File: src/rtl/memblock_mq.sv
// rtl/memblock_mq.sv - in-order multi-outstanding load/store queue driving the tbus
// Optional feature: define LSU_MISALIGN_CHECK_EN to trap misaligned accesses instead of issuing them.
module memblock_mq #(
  parameter int XLEN   = 64,
  parameter int PREG_W = 6,
  parameter int ROB_W  = 6,
  parameter int DEPTH  = 4
) (
  input  logic              clock,
  input  logic              reset_n,
  input  logic              in_valid,
  output logic              in_ready,
  input  logic              in_is_load,
  input  logic              in_is_store,
  input  logic              in_is_unsigned,
  input  logic [3:0]        in_ls_size,
  input  logic [XLEN-1:0]   in_src1,
  input  logic [XLEN-1:0]   in_imm,
  input  logic [XLEN-1:0]   in_src2,
  input  logic [PREG_W-1:0] in_prd,
  input  logic              in_robidx_flag,
  input  logic [ROB_W-1:0]  in_robidx,
  output logic              tbus_req_valid,
  input  logic              tbus_req_ready,
  output logic [XLEN-1:0]   tbus_req_addr,
  output logic [XLEN-1:0]   tbus_req_wdata,
  output logic [XLEN-1:0]   tbus_req_wmask,
  output logic [1:0]        tbus_req_optype,
  input  logic              tbus_resp_valid,
  input  logic [XLEN-1:0]   tbus_resp_rdata,
  input  logic              flush_valid,
  input  logic              flush_robidx_flag,
  input  logic [ROB_W-1:0]  flush_robidx,
  output logic              out_valid,
  output logic              out_need_to_wb,
  output logic              out_exception,
  output logic [PREG_W-1:0] out_prd,
  output logic              out_robidx_flag,
  output logic [ROB_W-1:0]  out_robidx,
  output logic [XLEN-1:0]   out_data,
  output logic              busy
);
  localparam int IW = $clog2(DEPTH);
  localparam int PW = IW + 1;
  localparam logic [PW-1:0] PTR_ONE = 1;

  logic [PW-1:0] alloc_ptr, issue_ptr, retire_ptr;
  logic [DEPTH-1:0] e_valid, e_killed, e_issued, e_load, e_uns, e_mis, e_flag;
  logic [3:0]        e_size  [DEPTH];
  logic [XLEN-1:0]   e_addr  [DEPTH];
  logic [XLEN-1:0]   e_wdata [DEPTH];
  logic [XLEN-1:0]   e_wmask [DEPTH];
  logic [PREG_W-1:0] e_prd   [DEPTH];
  logic [ROB_W-1:0]  e_rob   [DEPTH];

  function automatic logic younger(input logic flag, input logic [ROB_W-1:0] idx);
    return (flush_robidx_flag ^ flag) ^ (flush_robidx < idx);
  endfunction

  logic [XLEN-1:0] in_addr, in_base;
  logic [5:0]      in_sh;
  logic            in_mis, kill_in, alloc_fire;

  assign in_addr = in_src1 + in_imm;
  assign in_sh   = {in_addr[2:0], 3'b000};

  always_comb begin
    in_base = '1;
    if (in_ls_size[0])      in_base = {{(XLEN-8){1'b0}}, 8'hFF};
    else if (in_ls_size[1]) in_base = {{(XLEN-16){1'b0}}, 16'hFFFF};
    else if (in_ls_size[2]) in_base = {{(XLEN-32){1'b0}}, 32'hFFFF_FFFF};
  end

`ifdef LSU_MISALIGN_CHECK_EN
  assign in_mis = (in_ls_size[1] & in_addr[0]) | (in_ls_size[2] & (|in_addr[1:0])) |
                  (in_ls_size[3] & (|in_addr[2:0]));
`else
  assign in_mis = 1'b0;
`endif

  assign in_ready   = !((alloc_ptr[IW-1:0] == retire_ptr[IW-1:0]) && (alloc_ptr[IW] != retire_ptr[IW]));
  assign busy       = (alloc_ptr != retire_ptr);
  assign kill_in    = flush_valid & younger(in_robidx_flag, in_robidx);
  assign alloc_fire = in_valid & in_ready & (in_is_load | in_is_store) & ~kill_in;

  logic [IW-1:0] alloc_idx, iss_idx, ret_idx;
  logic          iss_pend, iss_drop, issue_adv;
  assign alloc_idx = alloc_ptr[IW-1:0];
  assign iss_idx   = issue_ptr[IW-1:0];
  assign ret_idx   = retire_ptr[IW-1:0];

  // Request fields come straight from queue storage, so they stay put while stalled.
  assign iss_pend        = (issue_ptr != alloc_ptr) & e_valid[iss_idx];
  assign iss_drop        = iss_pend & (e_killed[iss_idx] | e_mis[iss_idx]);
  assign tbus_req_valid  = iss_pend & ~iss_drop;
  assign tbus_req_addr   = e_addr[iss_idx];
  assign tbus_req_wdata  = e_wdata[iss_idx];
  assign tbus_req_wmask  = e_wmask[iss_idx];
  assign tbus_req_optype = {1'b0, ~e_load[iss_idx]};
  assign issue_adv       = iss_drop | (tbus_req_valid & tbus_req_ready);

  logic ret_pend, resp_done, ret_skip, retire_fire, out_kill;
  assign ret_pend    = busy & e_valid[ret_idx];
  assign resp_done   = ret_pend & e_issued[ret_idx] & tbus_resp_valid;
  assign ret_skip    = ret_pend & ~e_issued[ret_idx] & (e_killed[ret_idx] | e_mis[ret_idx]) &
                       (issue_ptr != retire_ptr);
  assign retire_fire = resp_done | ret_skip;
  assign out_kill    = e_killed[ret_idx] | (flush_valid & younger(e_flag[ret_idx], e_rob[ret_idx]));

  logic [2:0]      ra;
  logic [7:0]      ld_b;
  logic [15:0]     ld_h;
  logic [31:0]     ld_w;
  logic [XLEN-1:0] ld_data;
  assign ra   = e_addr[ret_idx][2:0];
  assign ld_b = tbus_resp_rdata[{ra, 3'b000} +: 8];
  assign ld_h = tbus_resp_rdata[{ra[2:1], 4'b0000} +: 16];
  assign ld_w = tbus_resp_rdata[{ra[2], 5'b00000} +: 32];

  always_comb begin
    ld_data = tbus_resp_rdata;
    if (e_size[ret_idx][0])
      ld_data = {{(XLEN-8){ld_b[7] & ~e_uns[ret_idx]}}, ld_b};
    else if (e_size[ret_idx][1])
      ld_data = {{(XLEN-16){ld_h[15] & ~e_uns[ret_idx]}}, ld_h};
    else if (e_size[ret_idx][2])
      ld_data = {{(XLEN-32){ld_w[31] & ~e_uns[ret_idx]}}, ld_w};
  end

  always_ff @(posedge clock) begin
    if (!reset_n) begin
      alloc_ptr       <= '0;
      issue_ptr       <= '0;
      retire_ptr      <= '0;
      e_valid         <= '0;
      e_killed        <= '0;
      e_issued        <= '0;
      e_load          <= '0;
      e_uns           <= '0;
      e_mis           <= '0;
      e_flag          <= '0;
      for (int i = 0; i < DEPTH; i++) begin
        e_size[i]  <= '0;
        e_addr[i]  <= '0;
        e_wdata[i] <= '0;
        e_wmask[i] <= '0;
        e_prd[i]   <= '0;
        e_rob[i]   <= '0;
      end
      out_valid       <= 1'b0;
      out_need_to_wb  <= 1'b0;
      out_exception   <= 1'b0;
      out_prd         <= '0;
      out_robidx_flag <= 1'b0;
      out_robidx      <= '0;
      out_data        <= '0;
    end else begin
      if (alloc_fire) begin
        e_valid[alloc_idx]  <= 1'b1;
        e_killed[alloc_idx] <= 1'b0;
        e_issued[alloc_idx] <= 1'b0;
        e_load[alloc_idx]   <= in_is_load;
        e_uns[alloc_idx]    <= in_is_unsigned;
        e_mis[alloc_idx]    <= in_mis;
        e_flag[alloc_idx]   <= in_robidx_flag;
        e_size[alloc_idx]   <= in_ls_size;
        e_addr[alloc_idx]   <= in_addr;
        e_wdata[alloc_idx]  <= in_src2 << in_sh;
        e_wmask[alloc_idx]  <= in_base << in_sh;
        e_prd[alloc_idx]    <= in_prd;
        e_rob[alloc_idx]    <= in_robidx;
        alloc_ptr           <= alloc_ptr + PTR_ONE;
      end
      if (flush_valid)
        for (int i = 0; i < DEPTH; i++)
          if (e_valid[i] && younger(e_flag[i], e_rob[i])) e_killed[i] <= 1'b1;
      if (tbus_req_valid && tbus_req_ready) e_issued[iss_idx] <= 1'b1;
      if (issue_adv) issue_ptr <= issue_ptr + PTR_ONE;
      if (retire_fire) begin
        e_valid[ret_idx] <= 1'b0;
        retire_ptr       <= retire_ptr + PTR_ONE;
      end
      // Killed entries (including those killed this very cycle) retire silently.
      out_valid      <= retire_fire & ~out_kill;
      out_need_to_wb <= retire_fire & ~out_kill & e_load[ret_idx] & ~e_mis[ret_idx];
      out_exception  <= retire_fire & ~out_kill & e_mis[ret_idx];
      if (retire_fire) begin
        out_prd         <= e_prd[ret_idx];
        out_robidx_flag <= e_flag[ret_idx];
        out_robidx      <= e_rob[ret_idx];
        out_data        <= (e_load[ret_idx] && !e_mis[ret_idx]) ? ld_data : '0;
      end
    end
  end
endmodule

File: config.mk
export PLATFORM = sky130hd
export DESIGN_NAME = memblock_mq
export DESIGN_NICKNAME = d
export VERILOG_FILES = /design/src/rtl/memblock_mq.sv
export SDC_FILE = /design/constraint.sdc
export NUM_CORES = 1
export LEC_CHECK = 0
export ABC_AREA = 1
export CELL_PAD_IN_SITES_DETAIL_PLACEMENT = 0
export CELL_PAD_IN_SITES_GLOBAL_PLACEMENT = 2
export CORE_MARGIN = 1.5
export CORE_UTILIZATION = 35
export DETAILED_ROUTE_END_ITERATION = 10
export PLACE_DENSITY_LB_ADDON = 0.1
export SYNTH_ARGS = -nofsm -noshare
export SYNTH_HDL_FRONTEND = slang
export SYNTH_SLANG_ARGS = --single-unit
File: constraint.sdc
create_clock -name clock -period 38.9 [get_ports clock]
set_clock_uncertainty 0.15 [all_clocks]
set_input_delay 7.78 -clock clock [delete_from_list [all_inputs] [get_ports clock]]
set_output_delay 7.78 -clock clock [all_outputs]
set_load 0.01 [all_outputs]
* After elaboration in Yosys (flattened, before gate mapping) *
Memories as Yosys holds them, arrays and structs flattened. A register that Yosys moved wholly into a read port is not among the register bits.
Cells that the tools add are included.

word-level totals
  flip-flop bits (word level) = 111
  bits in writable memories = 832
  input port bits = 289
  output and inout bits = 277
  logic and storage cells = 206
  memories kept = 6

cells by class
  add/sub/neg operators = 4
  $lt $le $gt $ge = 12
  eq/ne operators = 5
  shift-type cells = 5
  multiplexer cells = 84
  bitwise operators = 55
  reductions and logical operators = 19

memory list
  name     words  width  rd ports  clocked after Yosys merged registers in  write ports  RTL line  RTL
  e_addr   4      64     2         2                                        4            50        logic [XLEN-1:0] e_addr [DEPTH];
  e_wdata  4      64     1         1                                        4            51        logic [XLEN-1:0] e_wdata [DEPTH];
  e_wmask  4      64     1         1                                        4            52        logic [XLEN-1:0] e_wmask [DEPTH];
  e_prd    4      6      1         1                                        4            53        logic [PREG_W-1:0] e_prd [DEPTH];
  e_rob    4      6      5         1                                        4            54        logic [ROB_W-1:0] e_rob [DEPTH];
  e_size   4      4      1         1                                        4            49        logic [3:0] e_size [DEPTH];

operators by type and width
  kind                 number
  $mux 64              10
  $reduce_or 64->1     3
  $shl 64x6->64        2
  $add 64x64->64       1
  $shiftx 64x7->16     1
  $shiftx 64x7->32     1
  $shiftx 64x7->8      1
  $lt 6x6->1           6
  $mux 2               18
  $mux 4               9
  $mux 1               28
  $and 1x1->1          22
  $bmux 1 s2           11
  $and 4x4->4          4
  $bwmux 4             3
  $mux 6               2
  $reduce_or 6->1      2
  $xor 1x1->1          12
  $logic_and 1x1->1    10
  $add 3x1->3 const B  3
  $lt 2x3->1 const B   3
  $ne 3x3->1           3
  $not 4->4            2
  $or 4x4->4           2
  other kinds (8)      25

* Logic depth before layout (Yosys ltp) *
Gate-level depths: netlist of run 1.

  word-level depth = 11
  mapped depth = 16
  depth with buffers taken out = 16

* Worst setup path after synthesis of run 1 *
Ideal clock, no wire load.

  path type = input port to flip-flop
  start = input in_robidx[1]
  end = memory e_addr[3][0] (enable)
  setup time = 0.882 ns
  data arrival time = 19.750 ns
  data required time = 37.868 ns
  setup slack = 18.118 ns
  stages = 8
  buffers on the path = 0
  cell sequence = inv_1 > ha_1 > a21boi_0 > o21ai_0 > nand3b_1 > nand3_2 > nand2_1 > o31ai_1

RTL lines
  what                RTL line  RTL
  start: declaration  22        input logic [ROB_W-1:0] in_robidx,
  end: declaration    50

==> results of run 1 <==
## critical path, delay by kind of cell
kind	cells	cell delay, ps
AO/OA/AOI/OAI	2	390
adder cells (fa/ha/maj)	1	300
buffers and inverters	3	2200
AND/OR/NAND/NOR	5	2580
## Yosys cell counts (5+ instances only)
library cell,number
a31oi_1,6
o221ai_1,7
o21ai_0,446
buf_4,72
o22ai_1,142
nand3_1,228
buf_1,21
buf_2,84
a21boi_0,6
a21oi_1,202
nor3_1,12
o21bai_1,8
nand4_1,13
or2_2,19
clkbuf_1,149
inv_2,10
inv_1,534
o21a_1,5
nand3b_1,20
ha_1,105
nand2_1,1183
xnor2_1,33
o211ai_1,49
edfxtp_1,604
dfxtp_1,121
nor2_1,1006
xor2_1,13
nand2_2,6
## cell type report
class                           count  area, um^2  area share (%)
Clock inverter                     48         438           0.879
Inverter                          547        2070            4.15
Tap cell                         1524        1910            3.83
Clock buffer                      107        2260            4.54
Antenna cell                        2        5.00          0.0100
Multi-Input combinational cell   3545       16600            33.4
Timing Repair Buffer              605        5960            12.0
Sequential cell                   725       20600            41.3
## worst paths after layout
path                        end       startpoint  slack [ps]  cells past startpoint
setup / recovery  e_addr[2][27]  flush_robidx[1]       25580                     11
setup reg to reg  e_addr[2][27]    retire_ptr[0]       32750                     12
hold / removal         e_uns[1]         e_uns[1]         300                      2
hold reg to reg        e_uns[1]         e_uns[1]         300                      2
## per-layer routing
layer  part of all wire (%)  track usage (%)  vias up  routed length, um
li1                       -                -    17600                  -
met1                     45             34.2    17200              68600
met2                     47             41.0     1001              71000
met3                    5.3             3.46      173               8020
met4                    2.6             6.99        0               3910
met5                      0                0        -                  0
## cell families (layout without fill, tap and decap cells)
family          Yosys count  in the layout  synth area share, %
compound gates          888            888                 11.9
xor+xnor                 46             46                0.987
fa+ha+maj               106            106                 3.27
buf+inv                 877           1307                 9.06
flops                   725            725                 50.4
mux                       4              4               0.0981
other cells               1              3              0.00919
simple gates           2500           2500                 24.3
## stage by stage
stage                     util (%)  hold slack [ps]
after floorplan                  -              270
after global placement        40.7              283
after detailed placement      40.7              286
after CTS                     43.0              295
after global routing          43.0              319
final                         43.0              296
## power groups by stage
stage,Clock [uW],Combinational (uW),Sequential (uW)
after CTS,798,438,891
after global routing,825,474,894
after global placement,0,436,906
final,781,433,891
after detailed placement,0,435,907
after floorplan,0,238,909
## registers in the layout, indices dropped and copies added, names as in the netlist, 6 cells and up, named ones only
register and flops:
e_addr 256, e_prd 24, e_rob 24, e_size 12, e_wdata 256, e_wmask 32
out_data 64, out_prd 6, out_robidx 6
==> results.py, run 1 <==
metrics = {
    "hold_path": {
        "hold_class": "register to register",
    },
    "synthesis": {
        "synth_cell_types": 45,
        "ys_async_sr_fraction_pct": 0,
        "yosysSeqAreaShare_pct": 50.4,
        "synth-edff-count": 604,
        "yosys.area.top_type": "edfxtp_1",
        "ys_ff_latch": 725,
        "ys_warn_count": 0,
        "ys.flop_type": "edfxtp_1",
        "syn_avg_cell_area_um2": 7.93,
        "netlist_area_um2": 40800,
        "syn_nets": 5542,
        "synth_area_leaders": "edfxtp_1, nand2_1, nor2_1",
        "synth_top_area_share_pct": 44.4,
        "syn_inst": 5147,
    },
    "grt": {
        "grt_max_degree": 98,
        "grt_pass1_wl_um": 221000,
        "grtUsageTotal_pct": 24.9,
        "grt_pass1_vias": 34300,
        "antenna_found_initial": 1,
        "overflow": 0,
    },
    "route": {
        "ant_nets": 0,
        "dr.pass1.iters": 5,
        "num_vias": 35900,
        "drcViolationCount": 0,
        "initialDrtViolationCount": 2508,
        "viasPerCell": 5.06,
        "wl_um": 152000,
        "drt-wirelength-per-cell_um": 21.3,
    },
    "timing": {
        "rsz0062_at_grt": "false",
        "hold_violations": 0,
        "maxSlewViolCount": 0,
        "relSlewSlack_pct": 20.6,
        "final.setup.tns_ps": 0,
        "fin_crit_sh_pct": 34.2,
        "worst_slew_pin_slew_ps": 1190,
        "timing.fmax_ghz": 0.0751,
        "period_minus_slack_ps": 13320,
        "layout_setup_ws_ps": 25580,
        "setup_viol": 0,
    },
    "worst_setup_path": {
        "cp-start-kind": "input pin",
        "cpPeakStageDelay_ps": 1000,
        "cp_max_fo": 56,
        "crit_slowest_cell": "nand2_4",
        "cp_data_arrival_time_ps": 13430,
        "worstSetupPathType": "input pin to register",
        "end_kind": "register",
        "cp_common_cell": "nand3_4",
        "path_cells": "clkdlybuf4s50_1 -> ha_1 -> a21boi_0 -> o21ai_0 -> nand3b_1 -> nand3_2 -> nand3_4 -> clkinv_2 -> nand3_4 -> nand2_4 -> buf_4",
        "cp.required_ps": 39020,
    },
    "power": {
        "p_leak_uw": 0.0209,
        "power_density_nw_per_um2": 42.2,
        "total_power_uw": 2100,
        "power.net_switching_uw": 626,
        "seq_power_share_pct": 42.3,
        "p_int_uw": 1480,
        "clkPwrFrac_pct": 37.1,
        "swShare_pct": 29.7,
        "comb_power_share_pct": 20.6,
        "ir_worst_vdd_mv": 0.0311,
    },
    "flow_run": {
        "max-cap-violations": 0,
    },
    "placed_design": {
        "numPortBuffers": 563,
        "hpwl_um": 103000,
        "dp.cells": 6946,
        "pre_cts_ws_ps": 24640,
        "gp_congestion": 0.864,
        "dpl-instance-area_um2": 47100,
    },
    "layout": {
        "fillers": 11800,
        "layout_commonest_cell": "nand2_1",
        "nets": 5903,
        "final_cells": 7103,
        "fin_area_um2": 49800,
        "drive_above_1_share_pct": 3.87,
        "area_growth_pct": 22.1,
        "most-common-layout-cells": "nand2_1, nor2_1, edfxtp_1",
    },
    "cts": {
        "cts_made_buffers": 84,
        "post-cts-setup-buffers": 0,
        "cts.sinks": 725,
        "cts_max_level": 3,
        "cts_resized": 0,
        "insertion_delay_ps": 650,
        "cts_tree": "yes",
        "clk_pin_slew_ps": 60,
        "cts_root_buffer": "clkbuf_16",
        "ctsHoldBuffers": 0,
        "cts.path.max_buffers": 3,
    },
    "die": {
        "initial_core_util_pct": 35.2,
        "die_h_um": 344,
        "die_area_um2": 119000,
        "rows": 125,
        "dieWidth_um": 344,
        "coreArea_um2": 116000,
        "io_pins": 566,
    },
    "status": {
        "status": "completed",
    },
}
No activity file was read; power rests on OpenSTA's default activity.
==> run 2: changes to the inputs <==
--- a/config.mk
+++ b/config.mk
@@ -9,7 +9,7 @@
 export CELL_PAD_IN_SITES_DETAIL_PLACEMENT = 0
 export CELL_PAD_IN_SITES_GLOBAL_PLACEMENT = 2
 export CORE_MARGIN = 1.5
-export CORE_UTILIZATION = 35
+export CORE_UTILIZATION = 30
 export DETAILED_ROUTE_END_ITERATION = 10
 export PLACE_DENSITY_LB_ADDON = 0.1
 export SYNTH_ARGS = -nofsm -noshare
==> constraint.sdc (replaced) <==
create_clock -name clock -period 10.9 [get_ports clock]
set_clock_uncertainty 0.15 [all_clocks]
set_input_delay 2.18 -clock clock [delete_from_list [all_inputs] [get_ports clock]]
set_output_delay 2.18 -clock clock [all_outputs]
set_load 0.01 [all_outputs]
==> run 2 against run 1 <==
  * Combinational power grew to 3.6 times the previous value
  * Via count shrank 0.30%
  * Largest cell class unchanged
  * Sequential share of layout area shrank 0.40 points
  * Final area grew 0.98%
  * Routed wire length grew 5.6%
  * Non-clock buffer count grew 3
==> results.py, run 2 (same netlist as run 1, synthesis figures left out) <==
metrics = {
    "worst_setup_path": {
        "worstSetupPathType": "input pin to register",
        "cp.required_ps": 11140,
        "cp-start-kind": "input pin",
        "cp_top_family": "buffers and inverters",
        "path_cells": "clkdlybuf4s50_1 -> ha_1 -> nand2_1 -> inv_1 -> nor2_1 -> o21a_1 -> nand2_1 -> nand2_1 -> nand3_2 -> nand3_4 -> clkinv_2 -> nand3_4 -> buf_4 -> buf_4 -> nor2_1",
        "cp_common_cell": "nand2_1",
        "cpPeakStageDelay_ps": 770,
        "crit_buf_inv": 5,
        "cp_max_fo": 52,
        "end_kind": "register",
        "crit_slowest_cell": "nand3_4",
        "cp_data_arrival_time_ps": 7240,
    },
    "die": {
        "die_h_um": 372,
        "die_area_um2": 138000,
        "rows": 135,
        "dieWidth_um": 372,
        "coreArea_um2": 135000,
        "io_pins": 566,
        "initial_core_util_pct": 30.2,
    },
    "layout": {
        "post-route-util_pct": 37.2,
        "n_antenna_cell": 0,
        "layout_commonest_cell": "nand2_1",
        "drive_above_1_share_pct": 4.01,
        "area_growth_pct": 23.3,
        "fin_area_um2": 50300,
        "nets": 5910,
        "reg_top3": "e_addr: 256 flops, e_wdata: 256 flops, out_data: 64 flops",
        "most-common-layout-cells": "nand2_1, nor2_1, edfxtp_1",
    },
    "hold_path": {
        "hold_class": "register to register",
    },
    "timing": {
        "hold_violations": 0,
        "rsz0062_at_grt": "false",
        "relSlewSlack_pct": 26.9,
        "timing.fmax_ghz": 0.143,
        "setup_viol": 0,
        "worst_slew_pin_slew_ps": 1100,
        "fin_crit_sh_pct": 64.3,
        "layout_setup_ws_ps": 3900,
        "final.setup.tns_ps": 0,
        "maxSlewViolCount": 0,
        "period_minus_slack_ps": 7000,
    },
    "power": {
        "seq_power_share_pct": 41.8,
        "comb_power_share_pct": 20.7,
        "ir_worst_vdd_mv": 0.118,
        "p_int_uw": 5310,
        "power.net_switching_uw": 2300,
        "swShare_pct": 30.2,
        "total_power_uw": 7600,
        "clkPwrFrac_pct": 37.5,
        "power_density_nw_per_um2": 151,
        "p_leak_uw": 0.0210,
    },
    "grt": {
        "grt_pass1_vias": 35000,
        "overflow": 0,
        "antenna_found_initial": 2,
        "grt_max_degree": 171,
        "grt_pass1_wl_um": 232000,
        "grtUsageTotal_pct": 22.7,
    },
    "route": {
        "dr.pass1.iters": 6,
        "ant_nets": 0,
        "drcViolationCount": 0,
        "drt-wirelength-per-cell_um": 21.7,
        "initialDrtViolationCount": 2449,
        "viasPerCell": 4.86,
        "wl_um": 160000,
        "num_vias": 35800,
    },
    "cts": {
        "insertion_delay_ps": 700,
        "clk_pin_slew_ps": 60,
        "cts_root_buffer": "clkbuf_16",
        "post-cts-setup-buffers": 0,
        "ctsHoldBuffers": 0,
        "cts_max_level": 3,
        "cts_resized": 0,
        "cts.sinks": 725,
        "cts_tree": "yes",
        "cts.path.max_buffers": 3,
        "cts_made_buffers": 88,
    },
    "placed_design": {
        "pre_cts_ws_ps": 2930,
        "dpl-instance-area_um2": 47500,
        "gp_congestion": 0.852,
        "numPortBuffers": 563,
        "hpwl_um": 110000,
    },
    "status": {
        "status": "completed",
    },
    "flow_run": {
        "max-cap-violations": 0,
    },
}
[run 2: final cells by class]
type,count,area [um^2]
clock buffer,112,2330
inverter,547,2070
sequential,725,20600
tap,1781,2230
multi-input combinational,3545,16600
clock inverter,47,467
fill,14300,85000
timing repair buffer,608,6030
[run 2: routing by layer]
metal	global-route usage [%]	part of all wire (%)	up-vias
li1	-	-	17600
met2	37.7	47	884
met1	31.2	47	17200
met4	4.93	1.9	0
met3	3.17	4.5	131
met5	0	0	-
[run 2: worst reg2reg max path, stage by stage (launching register included)]
cell and delay (ps):
dfxtp_1 530, inv_2 200, nand2_1 100, nand4_1 130
nand2b_2 240, o211ai_2 100, inv_2 110, nand3_4 260
clkinv_2 550, nand3_4 770, buf_4 770, buf_4 740
nor2_1 120
[run 2: final timing paths]
kind / from / end / slack, ps / depth (start not counted)
worst min register to register: e_uns[2] / e_uns[2] / 290 / 2
worst min-delay path: e_uns[2] / e_uns[2] / 290 / 2
worst max register to register: alloc_ptr[0] / e_addr[2][41] / 5830 / 12
worst max-delay path: flush_robidx[5] / e_addr[2][41] / 3900 / 15
[run 2: power by group through the flow]
| stage | Clock [uW] | Combinational (uW) | Sequential [uW] |
|---|---|---|---|
| floorplan | 0 | 851 | 3240 |
| global placement | 0 | 1600 | 3230 |
| detailed placement | 0 | 1590 | 3240 |
| CTS | 2930 | 1600 | 3180 |
| global route | 3030 | 1730 | 3190 |
| finish | 2850 | 1570 | 3180 |
[run 2: through the flow]
step                      hold slack, ps  std cells
after floorplan                      270       5147
after global placement               281       7206
after detailed placement             285       7206
after CTS                            294       7365
after global routing                 326       7365
final                                293       7365
==> run 3: changes to the inputs <==
--- a/config.mk
+++ b/config.mk
@@ -9,7 +9,7 @@
 export CELL_PAD_IN_SITES_DETAIL_PLACEMENT = 0
 export CELL_PAD_IN_SITES_GLOBAL_PLACEMENT = 2
 export CORE_MARGIN = 1.5
-export CORE_UTILIZATION = 30
+export CORE_UTILIZATION = 33
 export DETAILED_ROUTE_END_ITERATION = 10
 export PLACE_DENSITY_LB_ADDON = 0.1
 export SYNTH_ARGS = -nofsm -noshare
==> constraint.sdc (replaced) <==
create_clock -name clock -period 7.3 [get_ports clock]
set_clock_uncertainty 0.15 [all_clocks]
set_input_delay 1.46 -clock clock [delete_from_list [all_inputs] [get_ports clock]]
set_output_delay 1.46 -clock clock [all_outputs]
set_load 0.01 [all_outputs]
==> run 3 against run 2 <==
  * Worst hold slack better by 3.5 ps
  * Final area fell by 0.30%
  * Combinational power grew 49%
==> results.py, run 3 (same netlist as run 1, synthesis figures left out) <==
metrics = {
    "route": {
        "drcViolationCount": 0,
        "dr.pass1.iters": 6,
        "wl_um": 156000,
        "initialDrtViolationCount": 2685,
        "ant_nets": 0,
        "drt-wirelength-per-cell_um": 21.6,
        "viasPerCell": 4.97,
        "num_vias": 35900,
    },
    "grt": {
        "antenna_found_initial": 5,
        "grt_pass1_wl_um": 228000,
        "grt_pass1_vias": 34700,
        "grt_max_degree": 152,
        "overflow": 0,
        "grtUsageTotal_pct": 24.2,
    },
    "die": {
        "die_area_um2": 126000,
        "die_h_um": 355,
        "dieWidth_um": 355,
        "io_pins": 566,
        "rows": 128,
        "coreArea_um2": 122000,
        "initial_core_util_pct": 33.4,
    },
    "layout": {
        "nets": 5915,
        "area_growth_pct": 23.0,
        "post-route-util_pct": 41.1,
        "drive_above_1_share_pct": 4.06,
        "n_antenna_cell": 0,
        "ff_latch_area_um2": 20600,
        "fillers": 12600,
        "layout_commonest_cell": "nand2_1",
        "most-common-layout-cells": "nand2_1, nor2_1, edfxtp_1",
        "multi_input_area_um2": 16600,
        "reg_top3": "e_addr: 256 flops, e_wdata: 256 flops, out_data: 64 flops",
    },
    "worst_setup_path": {
        "end_kind": "output port",
        "worstSetupPathType": "register to output port",
        "cp_max_fo": 142,
        "crit_slowest_cell": "inv_8",
        "cp-start-kind": "register",
        "rrSetupSlack_ps": 3150,
        "crit_buf_inv": 3,
        "path_cells": "inv_8 -> buf_4 -> o21ai_0 -> o22ai_1 -> clkdlybuf4s50_1",
        "cp.required_ps": 5690,
        "cp_top_family": "buffers and inverters",
        "cp-endpoint": "tbus_req_wmask[7]",
        "r2r-end": "e_wdata[1][39]",
        "cp_data_arrival_time_ps": 3960,
        "r2r_cells": 11,
        "r2r_start": "retire_ptr[0]",
        "cp.depth": 5,
        "cpPeakStageDelay_ps": 700,
    },
    "power": {
        "power_density_nw_per_um2": 224,
        "power.net_switching_uw": 3350,
        "p_leak_uw": 0.0210,
        "comb_power_share_pct": 20.8,
        "ir_worst_vdd_mv": 0.164,
        "clkPwrFrac_pct": 37.1,
        "swShare_pct": 29.8,
        "p_int_uw": 7910,
        "seq_power_share_pct": 42.1,
    },
    "timing": {
        "maxSlewViolCount": 0,
        "setup_viol": 0,
        "period_minus_slack_ps": 5570,
        "rsz0062_at_grt": "false",
        "timing.fmax_ghz": 0.179,
        "final.setup.tns_ps": 0,
        "relSlewSlack_pct": 26.1,
        "worst_slew_pin_slew_ps": 1110,
        "fin_crit_sh_pct": 76.3,
        "hold_violations": 0,
    },
    "cts": {
        "post-cts-setup-buffers": 0,
        "cts_made_buffers": 85,
        "cts_root_buffer": "clkbuf_16",
        "cts_max_level": 3,
        "clk_pin_slew_ps": 60,
        "cts.path.max_buffers": 3,
        "ctsHoldBuffers": 0,
        "cts_tree": "yes",
        "cts_resized": 0,
        "insertion_delay_ps": 650,
        "cts.sinks": 725,
    },
    "placed_design": {
        "gp_congestion": 0.849,
        "numPortBuffers": 563,
        "hpwl_um": 108000,
    },
    "status": {
        "status": "completed",
    },
    "flow_run": {
        "max-cap-violations": 0,
    },
    "hold_path": {
        "hold_class": "register to register",
    },
}
## run 3: changes by cell type in the layout (fill, tap and decap cells not counted), sizes merged
cell,change
buf,+8
inv,+2
clkinv,-7
clkbuf,+1
## run 3: how the worst min path moves through the flow
| stage | from | to | slack (ps) | cells past startpoint |
|---|---|---|---|---|
| 3_3_place_gp | e_uns[2] | e_uns[2] | 280 | 2 |
| 6_report | e_uns[1] | e_uns[1] | 300 | 2 |
| 4_1_cts | e_uns[1] | e_uns[1] | 300 | 2 |
| 5_1_grt | e_uns[0] | e_uns[0] | 320 | 2 |
| 3_5_place_dp | e_uns[1] | e_uns[1] | 290 | 2 |
| 2_1_floorplan | e_uns[1] | e_uns[1] | 270 | 2 |
## run 3: stage by stage
stage | hold WS [ps] | setup slack [ps] | cells | cell area (um^2) | total power [uW]
2_1_floorplan | 270 | 354 | 5147 | 40800 | 6110
3_3_place_gp | 282 | 1380 | 7058 | 47500 | 7200
3_5_place_dp | 289 | 1350 | 7058 | 47500 | 7200
4_1_cts | 296 | 1570 | 7213 | 50200 | 11400
5_1_grt | 322 | 1380 | 7213 | 50200 | 11700
6_report | 296 | 1730 | 7213 | 50200 | 11300
## run 3: worst min-delay path: stages (launching register included)
cell	delay, ps
dfxtp_1	300
inv_1	50
a21oi_1	50
## run 3: layout make-up
type	count	share of cell area, %
Tap cell	1625	4.05
Clock inverter	42	0.756
Inverter	547	4.11
Sequential cell	725	41.0
Timing Repair Buffer	616	12.3
Multi-Input combinational cell	3545	33.1
Clock buffer	113	4.65
## run 3: power groups by stage
| stage | Sequential [uW] | Clock (uW) | Combinational (uW) |
|---|---|---|---|
| final | 4740 | 4180 | 2340 |
| after global routing | 4760 | 4410 | 2570 |
| after CTS | 4750 | 4270 | 2380 |
| after detailed placement | 4830 | 0 | 2360 |
| after global placement | 4830 | 0 | 2370 |
| after floorplan | 4830 | 0 | 1270 |
## run 3: routing by layer
layer	vias up	global-route usage [%]	share of wire [%]
li1	17600	-	-
met1	17100	33.1	45
met2	1037	39.9	47
met4	2	6.67	2.6
met5	-	0	0.0077
met3	175	3.33	5.6
